===== config.mk =====
export PLATFORM = sky130hd
export DESIGN_NAME = pipeline_ctrl_flat
export DESIGN_NICKNAME = d
export VERILOG_FILES = /design/src/rtl/pipeline_ctrl_pkg.sv /design/src/rtl/pipeline_ctrl_if.sv /design/src/rtl/pipeline_ctrl_hazard_detect.sv /design/src/rtl/pipeline_ctrl.sv /design/src/flat_wrapper.sv
export SDC_FILE = /design/constraint.sdc
export NUM_CORES = 1
export LEC_CHECK = 0
export BUFFER_PORTS_ARGS = -buffer_cell sky130_fd_sc_hd__buf_2
export CAP_MARGIN = 5
export CORE_MARGIN = 5
export CORE_UTILIZATION = 50
export CTS_BUF_LIST = sky130_fd_sc_hd__clkbuf_4
export CTS_CLUSTER_DIAMETER = 40
export DETAILED_ROUTE_END_ITERATION = 8
export GPL_TIMING_DRIVEN = 1
export HOLD_SLACK_MARGIN = 0.15
export PLACE_DENSITY_LB_ADDON = 0.05
export SLEW_MARGIN = 20
export SYNTH_ARGS = -nofsm -noshare
export SYNTH_HDL_FRONTEND = slang
export SYNTH_SLANG_ARGS = --single-unit

===== constraint.sdc =====
create_clock -name clk -period 1.9 [get_ports clk]
set_clock_uncertainty 0.15 [all_clocks]
set_input_delay 0 -clock clk [delete_from_list [all_inputs] [get_ports clk]]
set_output_delay 0 -clock clk [all_outputs]
set_load 0.01 [all_outputs]

===== src/rtl/pipeline_ctrl_pkg.sv =====
`default_nettype none
// ============================================================================
//  Module      : pipeline_ctrl_pkg
//  Description : Shared types and constants for the pipeline sequencing
//                controller.
//  Revision    : 1.0 - initial release
// ============================================================================
package pipeline_ctrl_pkg;

   typedef enum logic [1:0] {
      ST_IDLE   = 2'd0,
      ST_RUN    = 2'd1,
      ST_HALTED = 2'd2
   } state_e;

   localparam logic [6:0] c_ECALL_OPCODE = 7'h73;
   localparam logic [4:0] c_X0_IDX       = 5'd0;

endpackage : pipeline_ctrl_pkg
`default_nettype wire


===== src/rtl/pipeline_ctrl_if.sv =====
`default_nettype none
// ============================================================================
//  Module      : pipeline_ctrl_if
//  Description : Bundle between the datapath and the pipeline controller.
//  Revision    : 1.0 - initial release
// ============================================================================
interface pipeline_ctrl_if #(
   parameter int CNT_W = 32
);
   logic             enable;
   logic [4:0]       rs1_id;
   logic [4:0]       rs2_id;
   logic             use_rs1_id;
   logic             use_rs2_id;
   logic [4:0]       rd_ex;
   logic             mem_read_ex;
   logic             branch_mem;
   logic             zero_flag_mem;
   logic             jump_mem;
   logic             retire_wb;
   logic             halt_wb;

   logic             pc_en;
   logic             if_id_en;
   logic             id_ex_en;
   logic             ex_mem_en;
   logic             mem_wb_en;
   logic             if_id_flush;
   logic             id_ex_flush;
   logic             ex_mem_flush;
   logic             running;
   logic             halted;
   logic [CNT_W-1:0] cycle_cnt;
   logic [CNT_W-1:0] retire_cnt;
   logic [CNT_W-1:0] stall_cnt;
   logic [CNT_W-1:0] flush_cnt;

   // Datapath side: supplies pipeline status, consumes controls.
   modport master (
      output enable, rs1_id, rs2_id, use_rs1_id, use_rs2_id, rd_ex,
             mem_read_ex, branch_mem, zero_flag_mem, jump_mem,
             retire_wb, halt_wb,
      input  pc_en, if_id_en, id_ex_en, ex_mem_en, mem_wb_en,
             if_id_flush, id_ex_flush, ex_mem_flush, running, halted,
             cycle_cnt, retire_cnt, stall_cnt, flush_cnt
   );

   modport slave (
      input  enable, rs1_id, rs2_id, use_rs1_id, use_rs2_id, rd_ex,
             mem_read_ex, branch_mem, zero_flag_mem, jump_mem,
             retire_wb, halt_wb,
      output pc_en, if_id_en, id_ex_en, ex_mem_en, mem_wb_en,
             if_id_flush, id_ex_flush, ex_mem_flush, running, halted,
             cycle_cnt, retire_cnt, stall_cnt, flush_cnt
   );

endinterface : pipeline_ctrl_if
`default_nettype wire


===== src/rtl/pipeline_ctrl_hazard_detect.sv =====
`default_nettype none
// ============================================================================
//  Module      : hazard_detect
//  Description : Combinational load-use hazard and MEM-stage redirect decode.
//  Revision    : 1.0 - initial release
// ============================================================================
module hazard_detect
   import pipeline_ctrl_pkg::*;
(
   input  wire logic [4:0] rs1_id_i,
   input  wire logic [4:0] rs2_id_i,
   input  wire logic       use_rs1_id_i,
   input  wire logic       use_rs2_id_i,
   input  wire logic [4:0] rd_ex_i,
   input  wire logic       mem_read_ex_i,
   input  wire logic       branch_mem_i,
   input  wire logic       zero_flag_mem_i,
   input  wire logic       jump_mem_i,
   output logic            hazard_o,
   output logic            redirect_o
);

   logic w_rs1_match;
   logic w_rs2_match;

   assign w_rs1_match = use_rs1_id_i && (rs1_id_i == rd_ex_i);
   assign w_rs2_match = use_rs2_id_i && (rs2_id_i == rd_ex_i);

   // x0 is hardwired to zero, so a load targeting it never creates a dependency.
   assign hazard_o   = mem_read_ex_i && (rd_ex_i != c_X0_IDX) &&
                       (w_rs1_match || w_rs2_match);
   assign redirect_o = jump_mem_i || (branch_mem_i && zero_flag_mem_i);

endmodule : hazard_detect
`default_nettype wire


===== src/rtl/pipeline_ctrl.sv =====
`default_nettype none
// ============================================================================
//  Module      : pipeline_ctrl
//  Description : Run/halt sequencer, stall/flush control and performance
//                counters for the 5-stage pipeline.
//  Revision    : 1.0 - initial release
// ============================================================================
module pipeline_ctrl
   import pipeline_ctrl_pkg::*;
#(
   parameter int CNT_W = 32
) (
   input  wire logic        clk,
   input  wire logic        arst_n,
   pipeline_ctrl_if.slave   bus_io
);

   state_e           state_q, state_d;
   logic             running_q, halted_q;
   logic [CNT_W-1:0] cycle_cnt_q,  cycle_cnt_d;
   logic [CNT_W-1:0] retire_cnt_q, retire_cnt_d;
   logic [CNT_W-1:0] stall_cnt_q,  stall_cnt_d;
   logic [CNT_W-1:0] flush_cnt_q,  flush_cnt_d;
   logic             w_hazard;
   logic             w_redirect;
   logic             w_stall;
   logic             w_in_run;

   hazard_detect u_hazard_detect (
      .rs1_id_i        (bus_io.rs1_id),
      .rs2_id_i        (bus_io.rs2_id),
      .use_rs1_id_i    (bus_io.use_rs1_id),
      .use_rs2_id_i    (bus_io.use_rs2_id),
      .rd_ex_i         (bus_io.rd_ex),
      .mem_read_ex_i   (bus_io.mem_read_ex),
      .branch_mem_i    (bus_io.branch_mem),
      .zero_flag_mem_i (bus_io.zero_flag_mem),
      .jump_mem_i      (bus_io.jump_mem),
      .hazard_o        (w_hazard),
      .redirect_o      (w_redirect)
   );

   assign w_in_run = (state_q == ST_RUN);
   assign w_stall  = w_hazard && !w_redirect;

   always_ff @(posedge clk or negedge arst_n) begin
      if (!arst_n) begin
         state_q   <= ST_IDLE;
         running_q <= 1'b0;
         halted_q  <= 1'b0;
      end else begin
         state_q   <= state_d;
         running_q <= (state_d == ST_RUN);
         halted_q  <= (state_d == ST_HALTED);
      end
   end

   always_comb begin
      state_d = state_q;
      case (state_q)
         ST_IDLE:   if (bus_io.enable)  state_d = ST_RUN;
         ST_RUN: begin
            if (bus_io.halt_wb)         state_d = ST_HALTED;
            else if (!bus_io.enable)    state_d = ST_IDLE;
         end
         ST_HALTED: if (!bus_io.enable) state_d = ST_IDLE;
         default:                       state_d = ST_IDLE;
      endcase
   end

   // Redirect squashes the three younger stages and wins over a stall.
   always_comb begin
      bus_io.pc_en        = 1'b0;
      bus_io.if_id_en     = 1'b0;
      bus_io.id_ex_en     = 1'b0;
      bus_io.ex_mem_en    = 1'b0;
      bus_io.mem_wb_en    = 1'b0;
      bus_io.if_id_flush  = 1'b0;
      bus_io.id_ex_flush  = 1'b0;
      bus_io.ex_mem_flush = 1'b0;
      if (w_in_run) begin
         bus_io.id_ex_en  = 1'b1;
         bus_io.ex_mem_en = 1'b1;
         bus_io.mem_wb_en = 1'b1;
         if (w_redirect) begin
            bus_io.pc_en        = 1'b1;
            bus_io.if_id_en     = 1'b1;
            bus_io.if_id_flush  = 1'b1;
            bus_io.id_ex_flush  = 1'b1;
            bus_io.ex_mem_flush = 1'b1;
         end else if (w_hazard) begin
            bus_io.id_ex_flush  = 1'b1;
         end else begin
            bus_io.pc_en        = 1'b1;
            bus_io.if_id_en     = 1'b1;
         end
      end
   end

   always_comb begin
      cycle_cnt_d  = cycle_cnt_q;
      retire_cnt_d = retire_cnt_q;
      stall_cnt_d  = stall_cnt_q;
      flush_cnt_d  = flush_cnt_q;
      if (state_q == ST_IDLE && bus_io.enable) begin
         cycle_cnt_d  = '0;
         retire_cnt_d = '0;
         stall_cnt_d  = '0;
         flush_cnt_d  = '0;
      end else if (w_in_run) begin
         cycle_cnt_d  = cycle_cnt_q  + CNT_W'(1);
         retire_cnt_d = retire_cnt_q + CNT_W'(bus_io.retire_wb);
         stall_cnt_d  = stall_cnt_q  + CNT_W'(w_stall);
         flush_cnt_d  = flush_cnt_q  + CNT_W'(w_redirect);
      end
   end

   always_ff @(posedge clk or negedge arst_n) begin
      if (!arst_n) begin
         cycle_cnt_q  <= '0;
         retire_cnt_q <= '0;
         stall_cnt_q  <= '0;
         flush_cnt_q  <= '0;
      end else begin
         cycle_cnt_q  <= cycle_cnt_d;
         retire_cnt_q <= retire_cnt_d;
         stall_cnt_q  <= stall_cnt_d;
         flush_cnt_q  <= flush_cnt_d;
      end
   end

   assign bus_io.running    = running_q;
   assign bus_io.halted     = halted_q;
   assign bus_io.cycle_cnt  = cycle_cnt_q;
   assign bus_io.retire_cnt = retire_cnt_q;
   assign bus_io.stall_cnt  = stall_cnt_q;
   assign bus_io.flush_cnt  = flush_cnt_q;

endmodule : pipeline_ctrl
`default_nettype wire


===== src/flat_wrapper.sv =====
// flat-port wrapper written by rule: the top's interface ports become plain ports
module pipeline_ctrl_flat import pipeline_ctrl_pkg::*;
#(
   parameter int CNT_W = 32
)
  (clk, arst_n, bus_io_enable, bus_io_rs1_id, bus_io_rs2_id, bus_io_use_rs1_id, bus_io_use_rs2_id, bus_io_rd_ex, bus_io_mem_read_ex, bus_io_branch_mem, bus_io_zero_flag_mem, bus_io_jump_mem, bus_io_retire_wb, bus_io_halt_wb, bus_io_pc_en, bus_io_if_id_en, bus_io_id_ex_en, bus_io_ex_mem_en, bus_io_mem_wb_en, bus_io_if_id_flush, bus_io_id_ex_flush, bus_io_ex_mem_flush, bus_io_running, bus_io_halted, bus_io_cycle_cnt, bus_io_retire_cnt, bus_io_stall_cnt, bus_io_flush_cnt);
  pipeline_ctrl_if #(.CNT_W(CNT_W)) bus_io_i ();
  input  wire logic clk;
  input  wire logic arst_n;
  input wire logic [$bits(bus_io_i.enable)-1:0] bus_io_enable;
  input wire logic [$bits(bus_io_i.rs1_id)-1:0] bus_io_rs1_id;
  input wire logic [$bits(bus_io_i.rs2_id)-1:0] bus_io_rs2_id;
  input wire logic [$bits(bus_io_i.use_rs1_id)-1:0] bus_io_use_rs1_id;
  input wire logic [$bits(bus_io_i.use_rs2_id)-1:0] bus_io_use_rs2_id;
  input wire logic [$bits(bus_io_i.rd_ex)-1:0] bus_io_rd_ex;
  input wire logic [$bits(bus_io_i.mem_read_ex)-1:0] bus_io_mem_read_ex;
  input wire logic [$bits(bus_io_i.branch_mem)-1:0] bus_io_branch_mem;
  input wire logic [$bits(bus_io_i.zero_flag_mem)-1:0] bus_io_zero_flag_mem;
  input wire logic [$bits(bus_io_i.jump_mem)-1:0] bus_io_jump_mem;
  input wire logic [$bits(bus_io_i.retire_wb)-1:0] bus_io_retire_wb;
  input wire logic [$bits(bus_io_i.halt_wb)-1:0] bus_io_halt_wb;
  output wire logic [$bits(bus_io_i.pc_en)-1:0] bus_io_pc_en;
  output wire logic [$bits(bus_io_i.if_id_en)-1:0] bus_io_if_id_en;
  output wire logic [$bits(bus_io_i.id_ex_en)-1:0] bus_io_id_ex_en;
  output wire logic [$bits(bus_io_i.ex_mem_en)-1:0] bus_io_ex_mem_en;
  output wire logic [$bits(bus_io_i.mem_wb_en)-1:0] bus_io_mem_wb_en;
  output wire logic [$bits(bus_io_i.if_id_flush)-1:0] bus_io_if_id_flush;
  output wire logic [$bits(bus_io_i.id_ex_flush)-1:0] bus_io_id_ex_flush;
  output wire logic [$bits(bus_io_i.ex_mem_flush)-1:0] bus_io_ex_mem_flush;
  output wire logic [$bits(bus_io_i.running)-1:0] bus_io_running;
  output wire logic [$bits(bus_io_i.halted)-1:0] bus_io_halted;
  output wire logic [$bits(bus_io_i.cycle_cnt)-1:0] bus_io_cycle_cnt;
  output wire logic [$bits(bus_io_i.retire_cnt)-1:0] bus_io_retire_cnt;
  output wire logic [$bits(bus_io_i.stall_cnt)-1:0] bus_io_stall_cnt;
  output wire logic [$bits(bus_io_i.flush_cnt)-1:0] bus_io_flush_cnt;
  assign bus_io_i.enable = bus_io_enable;
  assign bus_io_i.rs1_id = bus_io_rs1_id;
  assign bus_io_i.rs2_id = bus_io_rs2_id;
  assign bus_io_i.use_rs1_id = bus_io_use_rs1_id;
  assign bus_io_i.use_rs2_id = bus_io_use_rs2_id;
  assign bus_io_i.rd_ex = bus_io_rd_ex;
  assign bus_io_i.mem_read_ex = bus_io_mem_read_ex;
  assign bus_io_i.branch_mem = bus_io_branch_mem;
  assign bus_io_i.zero_flag_mem = bus_io_zero_flag_mem;
  assign bus_io_i.jump_mem = bus_io_jump_mem;
  assign bus_io_i.retire_wb = bus_io_retire_wb;
  assign bus_io_i.halt_wb = bus_io_halt_wb;
  assign bus_io_pc_en = bus_io_i.pc_en;
  assign bus_io_if_id_en = bus_io_i.if_id_en;
  assign bus_io_id_ex_en = bus_io_i.id_ex_en;
  assign bus_io_ex_mem_en = bus_io_i.ex_mem_en;
  assign bus_io_mem_wb_en = bus_io_i.mem_wb_en;
  assign bus_io_if_id_flush = bus_io_i.if_id_flush;
  assign bus_io_id_ex_flush = bus_io_i.id_ex_flush;
  assign bus_io_ex_mem_flush = bus_io_i.ex_mem_flush;
  assign bus_io_running = bus_io_i.running;
  assign bus_io_halted = bus_io_i.halted;
  assign bus_io_cycle_cnt = bus_io_i.cycle_cnt;
  assign bus_io_retire_cnt = bus_io_i.retire_cnt;
  assign bus_io_stall_cnt = bus_io_i.stall_cnt;
  assign bus_io_flush_cnt = bus_io_i.flush_cnt;
  pipeline_ctrl #(.CNT_W(CNT_W)) u_core (.clk(clk), .arst_n(arst_n), .bus_io(bus_io_i));
endmodule

==> results of run 1 <==
-- registers in the layout, summed over array words and instances (netlist names) --
signal                    flops
u_core.bus_io.retire_cnt     32
u_core.bus_io.cycle_cnt      32
u_core.bus_io.halted          1
u_core.bus_io.flush_cnt      32
u_core.bus_io.running         1
u_core.state_q                2
u_core.bus_io.stall_cnt      32
-- layer usage --
layer  wire length [µm]  up-vias  track usage, %
li1                   -     3034               -
met1               7680     3077            28.7
met2               8950      170            36.9
met3                938       28            5.51
met4                442        0            8.58
met5                  0        -               0
-- where the power goes --
part | switching [W] | total, W | leakage [nW] | internal [W]
Combinational | 0.000450 | 0.000826 | 3.08 | 0.000376
Clock | 0.000961 | 0.00163 | 0.133 | 0.000666
Sequential | 0.0000641 | 0.00293 | 1.83 | 0.00287
Total | 0.00148 | 0.00538 | 5.04 | 0.00391
-- worst reg2reg max path: cells and delay by family, from the launching register on --
kind / cells / cell delay [ns]
and+or+nand+nor: 3 / 0.91
AOI/OAI and AO/OA: 1 / 0.05
adders and majority gates: 2 / 0.29
DFF: 1 / 0.41
-- cell usage after synthesis, types with 2 or more instances --
| master | n | area [µm²] |
|---|---|---|
| xnor2_1 | 2 | 17.5 |
| nand2_1 | 134 | 503 |
| nand4_1 | 51 | 319 |
| or3_1 | 2 | 12.5 |
| buf_4 | 5 | 37.5 |
| nor2_1 | 25 | 93.8 |
| xor2_1 | 8 | 70.1 |
| o211ai_1 | 6 | 45.0 |
| a22o_1 | 8 | 70.1 |
| nand3b_2 | 3 | 33.8 |
| inv_1 | 10 | 37.5 |
| nand3_1 | 51 | 255 |
| and4_1 | 3 | 26.3 |
| buf_2 | 8 | 40.0 |
| nand4b_1 | 2 | 17.5 |
| nor4_4 | 5 | 106 |
| or4_1 | 4 | 30.0 |
| clkbuf_1 | 14 | 52.6 |
| nor4_2 | 3 | 37.5 |
| and2_1 | 2 | 12.5 |
| and3_1 | 17 | 106 |
| o311ai_0 | 3 | 26.3 |
| ha_1 | 7 | 87.6 |
| nor3_2 | 3 | 30.0 |
| nor3_1 | 8 | 40.0 |
| a31oi_1 | 4 | 25.0 |
| o21ai_0 | 29 | 145 |
| nor4_1 | 5 | 31.3 |
| o41ai_1 | 3 | 26.3 |
| a41oi_1 | 2 | 17.5 |
| a21oi_1 | 3 | 15.0 |
| nand2b_1 | 4 | 25.0 |
| o31ai_1 | 9 | 67.6 |
| mux2i_1 | 91 | 911 |
| o21a_1 | 2 | 15.0 |
| dfrtp_1 | 132 | 3300 |
| nand4_2 | 3 | 37.5 |
-- final cells by class --
class	instances	area (µm²)	area share, %
timing repair buffer	266	1740	19.2
multi-input combinational	513	3530	38.9
sequential	132	3310	36.4
inverter	11	53.8	0.593
tap	176	220	2.43
clock buffer	21	158	1.74
clock inverter	9	65.1	0.717
-- logic make-up after synthesis --
logic type | count (synthesis) | share of synthesized area (%)
AND/OR/NAND/NOR | 331 | 26.1
adder cells (fa/ha/maj) | 7 | 1.28
flip-flops | 132 | 48.3
multiplexers | 92 | 13.5
AO/OA/AOI/OAI | 73 | 7.08
buffers and inverters | 39 | 2.56
XOR/XNOR | 10 | 1.28
-- per-stage QoR --
step / hold WS, ns / total power (W) / TNS (ns)
after floorplan: -0.446 / 0.00331 / -1.51
after global placement: -0.124 / 0.00365 / -10.19
after detailed placement: -0.119 / 0.00367 / -12.56
after CTS: 0.0841 / 0.00538 / -0.0139
after global routing: 0.138 / 0.00566 / -0.325
final: 0.130 / 0.00538 / -0.0143
-- how the worst min path moves through the flow --
stage	from	depth (start not counted)	endpoint
detailed placement	arst_n	1	u_core.bus_io.cycle_cnt[16]
global route	bus_io_jump_mem	7	u_core.bus_io.stall_cnt[0]
global placement	arst_n	1	u_core.bus_io.cycle_cnt[16]
floorplan	arst_n	0	u_core.bus_io.cycle_cnt[0]
finish	bus_io_jump_mem	7	u_core.bus_io.stall_cnt[0]
CTS	bus_io_jump_mem	7	u_core.bus_io.stall_cnt[0]
-- timing repair --
item | in CTS | in global routing
pin swaps | 4 | 13
hold endpoints to repair | 186 | 1
setup buffers | 8 | 7
endpoints found under the setup margin | 21 | 70
gates resized for setup | 15 | 27
==> results.json, run 1 <==
{
  "netlist_area_um2": 6840,
  "start_kind": "register",
  "crit_chain": "ha_4 > ha_4 > nand4b_1 > or4_4 > nand3_2 > o21ai_2",
  "synthDistinctLibCells": 50,
  "start_util_pct": 51.3,
  "crit_type": "reg -> reg",
  "vias_per_cell": 5.59,
  "period_needed_ns": 1.91,
  "layout_common_cells": "buf_2 (160), nand2_1 (134), dfrtp_1 (129)",
  "dpl_cell_area_um2": 8470,
  "max_stage_delay_ns": 0.61,
  "ys_warn_count": 0,
  "crit_fanout": 3,
  "reg2reg_slack_ns": -0.01,
  "utilization_pct": 68.0,
  "cts_tree": "yes",
  "pre_cts_ws_ns": -0.647,
  "grt_util_all_layers_pct": 22.4,
  "pin_count": 164,
  "reg2reg_depth": 6,
  "cts_buffers": 17,
  "r2r-start": "u_core.bus_io.retire_cnt[0]",
  "nFillCells": 1081,
  "wl_per_cell_um": 16.0,
  "synth.avg_cell_area_um2": 10.0,
  "outcome": "finished, violations left",
  "cts_root_buf": "clkbuf_4",
  "syn_to_final_growth_pct": 32.6,
  "antenna_found_initial": 0,
  "setup_viol_count_final": 1,
  "finalNetCount": 974,
  "drc": 0,
  "num_rows": 42,
  "grt_start_max_net_pins": 62,
  "syn_nets": 717,
  "cp.arrival_ns": 2.20,
  "drt_iter0_markers": 243,
  "slowest_stage": "or4_4",
  "hold_path.class": "in -> reg",
  "final_cell_area_um2": 9070,
  "max_cap_viol_count": 0,
  "cts.path.max_buffers": 2,
  "ys_seq_area_share_pct": 48.3,
  "postRouteAntennaNets": 0,
  "p_leak_nw": 5.04,
  "worst_slew_pin_slew_ns": 0.601,
  "cts_sinks": 132,
  "die_w_um": 127,
  "cts_hold_buf": 10,
  "place_congestion": 0.912,
  "crit_family": "simple AND/OR/NAND/NOR gates",
  "worstReg2RegEnd": "u_core.bus_io.retire_cnt[12]",
  "rsz0062_at_grt": "yes",
  "final_cells": 1128,
  "drive_gt1_share_pct": 34.9,
  "synth_edf_count": 0,
  "antenna_cells": 0,
  "hold_viol": 0,
  "max_freq_mhz": 522,
  "synth_seq_cells": 132,
  "slew_headroom_pct": 59.9,
  "finalCritPeriodShare_pct": 101,
  "core_area_um2": 13300,
  "finalWirelength_um": 18000,
  "cts.htree.levels": 4,
  "slew_violations": 0,
  "netlist_instances": 684,
  "dieArea_um2": 16100,
  "crit_top_cell": "ha_4",
  "via_count": 6309,
  "first_pass_iters": 7,
  "dpl.hpwl_um": 13000,
  "final_common_cell": "buf_2",
  "failed_checks": "negative setup slack",
  "ir_drop_mv": 0.366,
  "path_buf_inv": 0,
  "numPortBuffers": 163,
  "grt_pass1_wl_um": 29600,
  "clk_pin_slew_ns": 0.10,
  "critical_path.startpoint": "u_core.bus_io.retire_cnt[0]",
  "timing.critical_path.to": "u_core.bus_io.retire_cnt[12]",
  "grt_pass1_vias": 6142,
  "async_reset_ff_share_pct": 100,
  "end_kind": "register",
  "clock_latency_ns": 0.54,
  "required_ns": 2.19,
  "power_density_nw_per_um2": 593,
  "cp_num_cells": 6,
  "place_inst": 1075,
  "grt_remaining_overflow": 0,
  "fin_ws_ns": -0.0143,
  "synth_ff_type": "dfrtp_1",
  "die_h_um": 127
}
(Power assumes the default switching activity.)
==> run 2: changes to the inputs <==
--- a/config.mk
+++ b/config.mk
@@ -7,6 +7,7 @@
 export LEC_CHECK = 0
 export BUFFER_PORTS_ARGS = -buffer_cell sky130_fd_sc_hd__buf_2
 export CAP_MARGIN = 5
+export CORE_ASPECT_RATIO = 0.6
 export CORE_MARGIN = 5
 export CORE_UTILIZATION = 50
 export CTS_BUF_LIST = sky130_fd_sc_hd__clkbuf_4
==> run 2 against run 1 <==
  * Sequential cell count is the same
  * Fmax shrank 2.2%
  * Non-clock buffer count grew 31
  * First-iteration DRC count grew 110%
  * Routed wire length grew 20%
  * Global-route usage grew 0.70 points
  * Power grew 14%
  * Design area grew 7.2%
  * The run still ends with negative setup slack left
  * Sequential share of layout area shrank 2.4 points
  * Utilization grew 3.9 points
  * Clock-buffer cell count shrank 3
  * Highest routed layer unchanged
  * Register-to-register slack lost 0.04 ns
==> results.json, run 2 (synthesis results as in run 1) <==
{
  "outcome": "finished, violations left",
  "failed_checks": "negative setup slack",
  "place_congestion": 0.828,
  "ir_drop_mv": 0.466,
  "slew_headroom_pct": 69.9,
  "grt.busiest_layer": "met2",
  "max_freq_mhz": 511,
  "hold_viol": 0,
  "dpl.hpwl_um": 13700,
  "p_comb_share_pct": 18.6,
  "grt_start_max_net_pins": 76,
  "wl_per_cell_um": 18.7,
  "slew_violations": 0,
  "grt_pass1_wl_um": 30700,
  "drc": 0,
  "fin_ws_ns": -0.0570,
  "drt_iter0_markers": 510,
  "required_ns": 2.18,
  "pin_count": 164,
  "antenna_cells": 0,
  "power_density_nw_per_um2": 628,
  "setup_viol_count_final": 43,
  "period_needed_ns": 1.96,
  "start_kind": "register",
  "grt_remaining_overflow": 0,
  "finalPower_w": 0.00611,
  "cts_sinks": 132,
  "cts.path.max_buffers": 2,
  "grt_pass1_vias": 6074,
  "cp.arrival_ns": 2.24,
  "final_common_cell": "buf_2",
  "drive_gt1_share_pct": 38.1,
  "clk_pin_slew_ns": 0.13,
  "grt_util_all_layers_pct": 23.1,
  "hold_path.class": "in -> reg",
  "use_met2_pct": 37.9,
  "max_cap_viol_count": 0,
  "finalNetCount": 1008,
  "cts_root_buf": "clkbuf_4",
  "crit_top_cell": "buf_4",
  "crit_type": "reg -> reg",
  "switchingPower_w": 0.00175,
  "cts_buffers": 17,
  "end_kind": "register",
  "cts_hold_buf": 11,
  "crit_chain": "buf_4 > buf_4 > nand2b_4 > buf_6 > or2_4 > clkbuf_16 > nand2_1 > mux2i_1",
  "numPortBuffers": 163,
  "slowest_stage": "dfrtp_2",
  "die_w_um": 161,
  "internal_power_w": 0.00436,
  "antenna_found_initial": 0,
  "p_leak_nw": 5.38,
  "postRouteAntennaNets": 0,
  "rsz0062_at_grt": "yes",
  "die_h_um": 101,
  "crit_fanout": 6,
  "clock_latency_ns": 0.55,
  "seq_power_share_pct": 48.0,
  "nFillCells": 995,
  "grt.met1_usage_pct": 31.5,
  "path_buf_inv": 4,
  "finalCritPeriodShare_pct": 103,
  "dieArea_um2": 16200,
  "worst_slew_pin_slew_ns": 0.451,
  "clkPwrFrac_pct": 33.4,
  "via_count": 6560,
  "num_rows": 33,
  "use_met3_pct": 5.60,
  "p_sw_share_pct": 28.6,
  "max_stage_delay_ns": 0.47,
  "first_pass_iters": 7,
  "setup_tns_ns": -1.30,
  "crit_family": "buffers and inverters",
  "cts.htree.levels": 4,
  "layout_common_cells": "buf_2 (163), nand2_1 (128), dfrtp_1 (127)",
  "utilization_pct": 71.8,
  "syn_to_final_growth_pct": 42.2,
  "cts_tree": "yes",
  "start_util_pct": 50.5,
  "core_area_um2": 13500,
  "vias_per_cell": 5.65,
  "finalWirelength_um": 21700
}
## run 2: area by class of cell
type	instances	area (µm²)	area share (%)
Multi-Input combinational cell	516	3600	37.0
Sequential cell	132	3310	34.0
Timing Repair Buffer	297	2270	23.3
Tap cell	175	219	2.25
Clock inverter	13	159	1.63
Clock buffer	18	135	1.39
Inverter	11	43.8	0.450
## run 2: worst reg2reg max path, cell delays in order (launching register included)
cell	delay (ns)
dfrtp_2	0.47
buf_4	0.15
buf_4	0.13
nand2b_4	0.17
buf_6	0.14
or2_4	0.31
clkbuf_16	0.19
nand2_1	0.07
mux2i_1	0.08
## run 2: stage by stage
stage | instance area, µm² | hold slack, ns | setup WS, ns | std cells
6_report | 9730 | 0.0745 | -0.0570 | 1162
2_1_floorplan | 6890 | -0.446 | -0.224 | 684
3_5_place_dp | 8480 | -0.196 | -0.546 | 1076
3_3_place_gp | 8480 | -0.197 | -0.468 | 1076
4_1_cts | 9040 | 0.105 | -0.0381 | 1125
5_1_grt | 9730 | 0.111 | -0.127 | 1162
## run 2: timing repair
item / in CTS / in global routing
gates resized for setup: 20 / 51
gates cloned: 0 / 21
pin swaps: 4 / 11
hold endpoints to repair: 177 / 3
setup endpoints to repair: 35 / 93
setup buffers: 7 / 16
## run 2: per-layer routing
metal / routed length [µm] / up-vias
met5: 0 / -
met4: 227 / 0
met3: 1490 / 23
met2: 9910 / 231
met1: 10100 / 3197
li1: - / 3109
## run 2: power by group through the flow
stage,combinational [W],sequential [W],clock (W)
after floorplan,0.000312,0.00300,0
after global placement,0.000667,0.00298,0
after detailed placement,0.000680,0.00298,0
after CTS,0.000781,0.00293,0.00205
after global routing,0.00121,0.00294,0.00219
final,0.00114,0.00293,0.00204
## run 2: final timing paths
path | startpoint | endpoint | slack, ns | cells past startpoint
hold reg to reg | u_core.bus_io.cycle_cnt[31] | u_core.bus_io.cycle_cnt[31] | 0.33 | 1
max in group asynchronous | arst_n | u_core.bus_io.flush_cnt[13] | 0.60 | 4
setup / recovery | u_core.state_q[1] | u_core.bus_io.flush_cnt[26] | -0.06 | 8
min in group asynchronous | arst_n | u_core.bus_io.retire_cnt[5] | 0.36 | 3
setup reg to reg | u_core.state_q[1] | u_core.bus_io.flush_cnt[26] | -0.06 | 8
hold / removal | bus_io_jump_mem | u_core.bus_io.stall_cnt[1] | 0.07 | 8
==> run 3: changes to the inputs <==
--- a/config.mk
+++ b/config.mk
@@ -7,9 +7,11 @@
 export LEC_CHECK = 0
 export BUFFER_PORTS_ARGS = -buffer_cell sky130_fd_sc_hd__buf_2
 export CAP_MARGIN = 5
+export CELL_PAD_IN_SITES_DETAIL_PLACEMENT = 1
+export CELL_PAD_IN_SITES_GLOBAL_PLACEMENT = 1
 export CORE_ASPECT_RATIO = 0.6
 export CORE_MARGIN = 5
-export CORE_UTILIZATION = 50
+export CORE_UTILIZATION = 38
 export CTS_BUF_LIST = sky130_fd_sc_hd__clkbuf_4
 export CTS_CLUSTER_DIAMETER = 40
 export DETAILED_ROUTE_END_ITERATION = 8
==> run 3 against run 2 <==
  * Critical endpoint is now u_core.bus_io.retire_cnt[26]
  * Final cell count increased by 4.3%
  * Clock-buffer cell count unchanged
  * Critical path depth unchanged
  * Power increased by 9.0%
  * Sequential share of layout area increased by 0.20 points
  * Largest cell class unchanged
  * The run still ends with negative setup slack left
  * Largest power group unchanged
  * Critical path type unchanged
  * Global-route usage decreased by 0.70 points
  * Worst hold slack improved by 0.024 ns
==> results.json, run 3 (synthesis results as in run 1) <==
{
  "outcome": "finished, violations left",
  "failed_checks": "negative setup slack",
  "postRouteAntennaNets": 0,
  "slew_headroom_pct": 67.0,
  "start_kind": "register",
  "period_needed_ns": 1.93,
  "max_cap_viol_count": 0,
  "hold_path.class": "in -> reg",
  "pin_count": 164,
  "finalNetCount": 993,
  "cts_tree": "yes",
  "hold_ws_ns": 0.0989,
  "clk_pin_slew_ns": 0.12,
  "wl_per_cell_um": 19.8,
  "dieArea_um2": 20900,
  "end_kind": "register",
  "max_freq_mhz": 518,
  "numPortBuffers": 163,
  "worst_slew_pin_slew_ns": 0.494,
  "grt_pass1_vias": 6975,
  "crit_type": "reg -> reg",
  "syn_to_final_growth_pct": 41.3,
  "drc": 0,
  "core_area_um2": 17900,
  "cts.htree.levels": 4,
  "antenna_cells": 0,
  "grt_pass1_wl_um": 37600,
  "p_leak_nw": 5.32,
  "ir_drop_mv": 0.443,
  "setup_tns_ns": -0.0539,
  "cts_buffers": 17,
  "rsz0062_at_grt": "yes",
  "setup_viol_count_final": 3,
  "drt_iter0_markers": 336,
  "finalCritPeriodShare_pct": 102,
  "layout_common_cells": "buf_2 (162), nand2_1 (132), dfrtp_1 (127)",
  "hold_viol": 0,
  "slew_violations": 0,
  "power_density_nw_per_um2": 689,
  "cts.path.max_buffers": 2,
  "clock_latency_ns": 0.56,
  "num_rows": 38,
  "grt_start_max_net_pins": 67,
  "grt_remaining_overflow": 0,
  "die_w_um": 183,
  "die_h_um": 114,
  "cts_root_buf": "clkbuf_4",
  "fin_ws_ns": -0.0317,
  "drive_gt1_share_pct": 37.4,
  "cp.arrival_ns": 2.21,
  "final_common_cell": "buf_2",
  "required_ns": 2.18,
  "start_util_pct": 38.3,
  "place_congestion": 0.831,
  "dpl.hpwl_um": 16400,
  "grt_util_all_layers_pct": 22.4,
  "finalWirelength_um": 24100,
  "vias_per_cell": 5.49,
  "via_count": 6655,
  "antenna_found_initial": 0,
  "crit_fanout": 8,
  "cts_sinks": 132,
  "first_pass_iters": 5,
  "utilization_pct": 54.1
}
run 3: cell types whose count changed in the layout (fill, tap and decap cells not counted), moves of 4 or more:
cell       previous run  this run
o21ai_0              24        28
o21ai_1               5         1
nand3_2               0         4
buf_4                82        88
nand2_1             128       132
clkbuf_16            10         1
buf_6                17        13
nand2_2               6         2
nand3_1              50        46
buf_12               12         5
bufinv_16             3         8
run 3: routing by layer:
metal	global-route usage, %	wire length (µm)	vias up
met2	36.0	11600	130
met3	4.97	1060	18
li1	-	-	3078
met5	0	0	-
met4	5.21	260	0
met1	31.3	11200	3429
run 3: path summary, 6_finish.rpt:
path                                        startpoint  cells after the start  slack (ns)                           end
min reg2reg                u_core.bus_io.flush_cnt[31]                      1        0.33   u_core.bus_io.flush_cnt[31]
max in group asynchronous                       arst_n                      4        0.56   u_core.bus_io.stall_cnt[14]
max reg2reg                u_core.bus_io.retire_cnt[0]                      8       -0.03  u_core.bus_io.retire_cnt[26]
max                        u_core.bus_io.retire_cnt[0]                      8       -0.03  u_core.bus_io.retire_cnt[26]
min in group asynchronous                       arst_n                      3        0.31   u_core.bus_io.retire_cnt[6]
min                                    bus_io_jump_mem                      8         0.1   u_core.bus_io.stall_cnt[13]
run 3: area by class of cell:
cell class / instances / area [µm²]
multi-input combinational: 513 / 3630
tap: 240 / 300
fill: 2077 / 8200
inverter: 11 / 53.8
timing repair buffer: 285 / 1970
sequential: 132 / 3310
clock inverter: 13 / 278
clock buffer: 18 / 135
run 3: timing repair:
| action | in CTS | in global routing |
|---|---|---|
| gates cloned | 2 | 1 |
| hold buffers | 12 | 2 |
| resized for setup | 30 | 42 |
| endpoints found under the hold margin | 194 | 6 |
| pin swaps | 7 | 17 |
| setup endpoints to repair | 47 | 62 |
| setup buffers | 12 | 14 |
run 3: where the power goes:
group | internal [W] | switching [W]
Combinational | 0.000485 | 0.000548
Clock | 0.00158 | 0.00112
Sequential | 0.00287 | 0.0000637
Total | 0.00494 | 0.00173
run 3: critical path, stage by stage, from the launching register on:
cell      delay [ns]
dfrtp_1         0.42
ha_4            0.17
ha_4            0.14
nand4b_1        0.12
buf_6           0.16
nor4_4          0.16
buf_6           0.20
nand4_1         0.14
mux2i_1         0.15
run 3: stage by stage:
stage               instances  setup WS (ns)  area, µm²  power (W)
floorplan                 684         -0.224       6890    0.00331
global placement         1141         -0.612       8570    0.00368
detailed placement       1141         -0.732       8570    0.00371
CTS                      1198       -0.00550       9380    0.00658
global route             1212         -0.123       9670    0.00694
finish                   1212        -0.0317       9670    0.00666
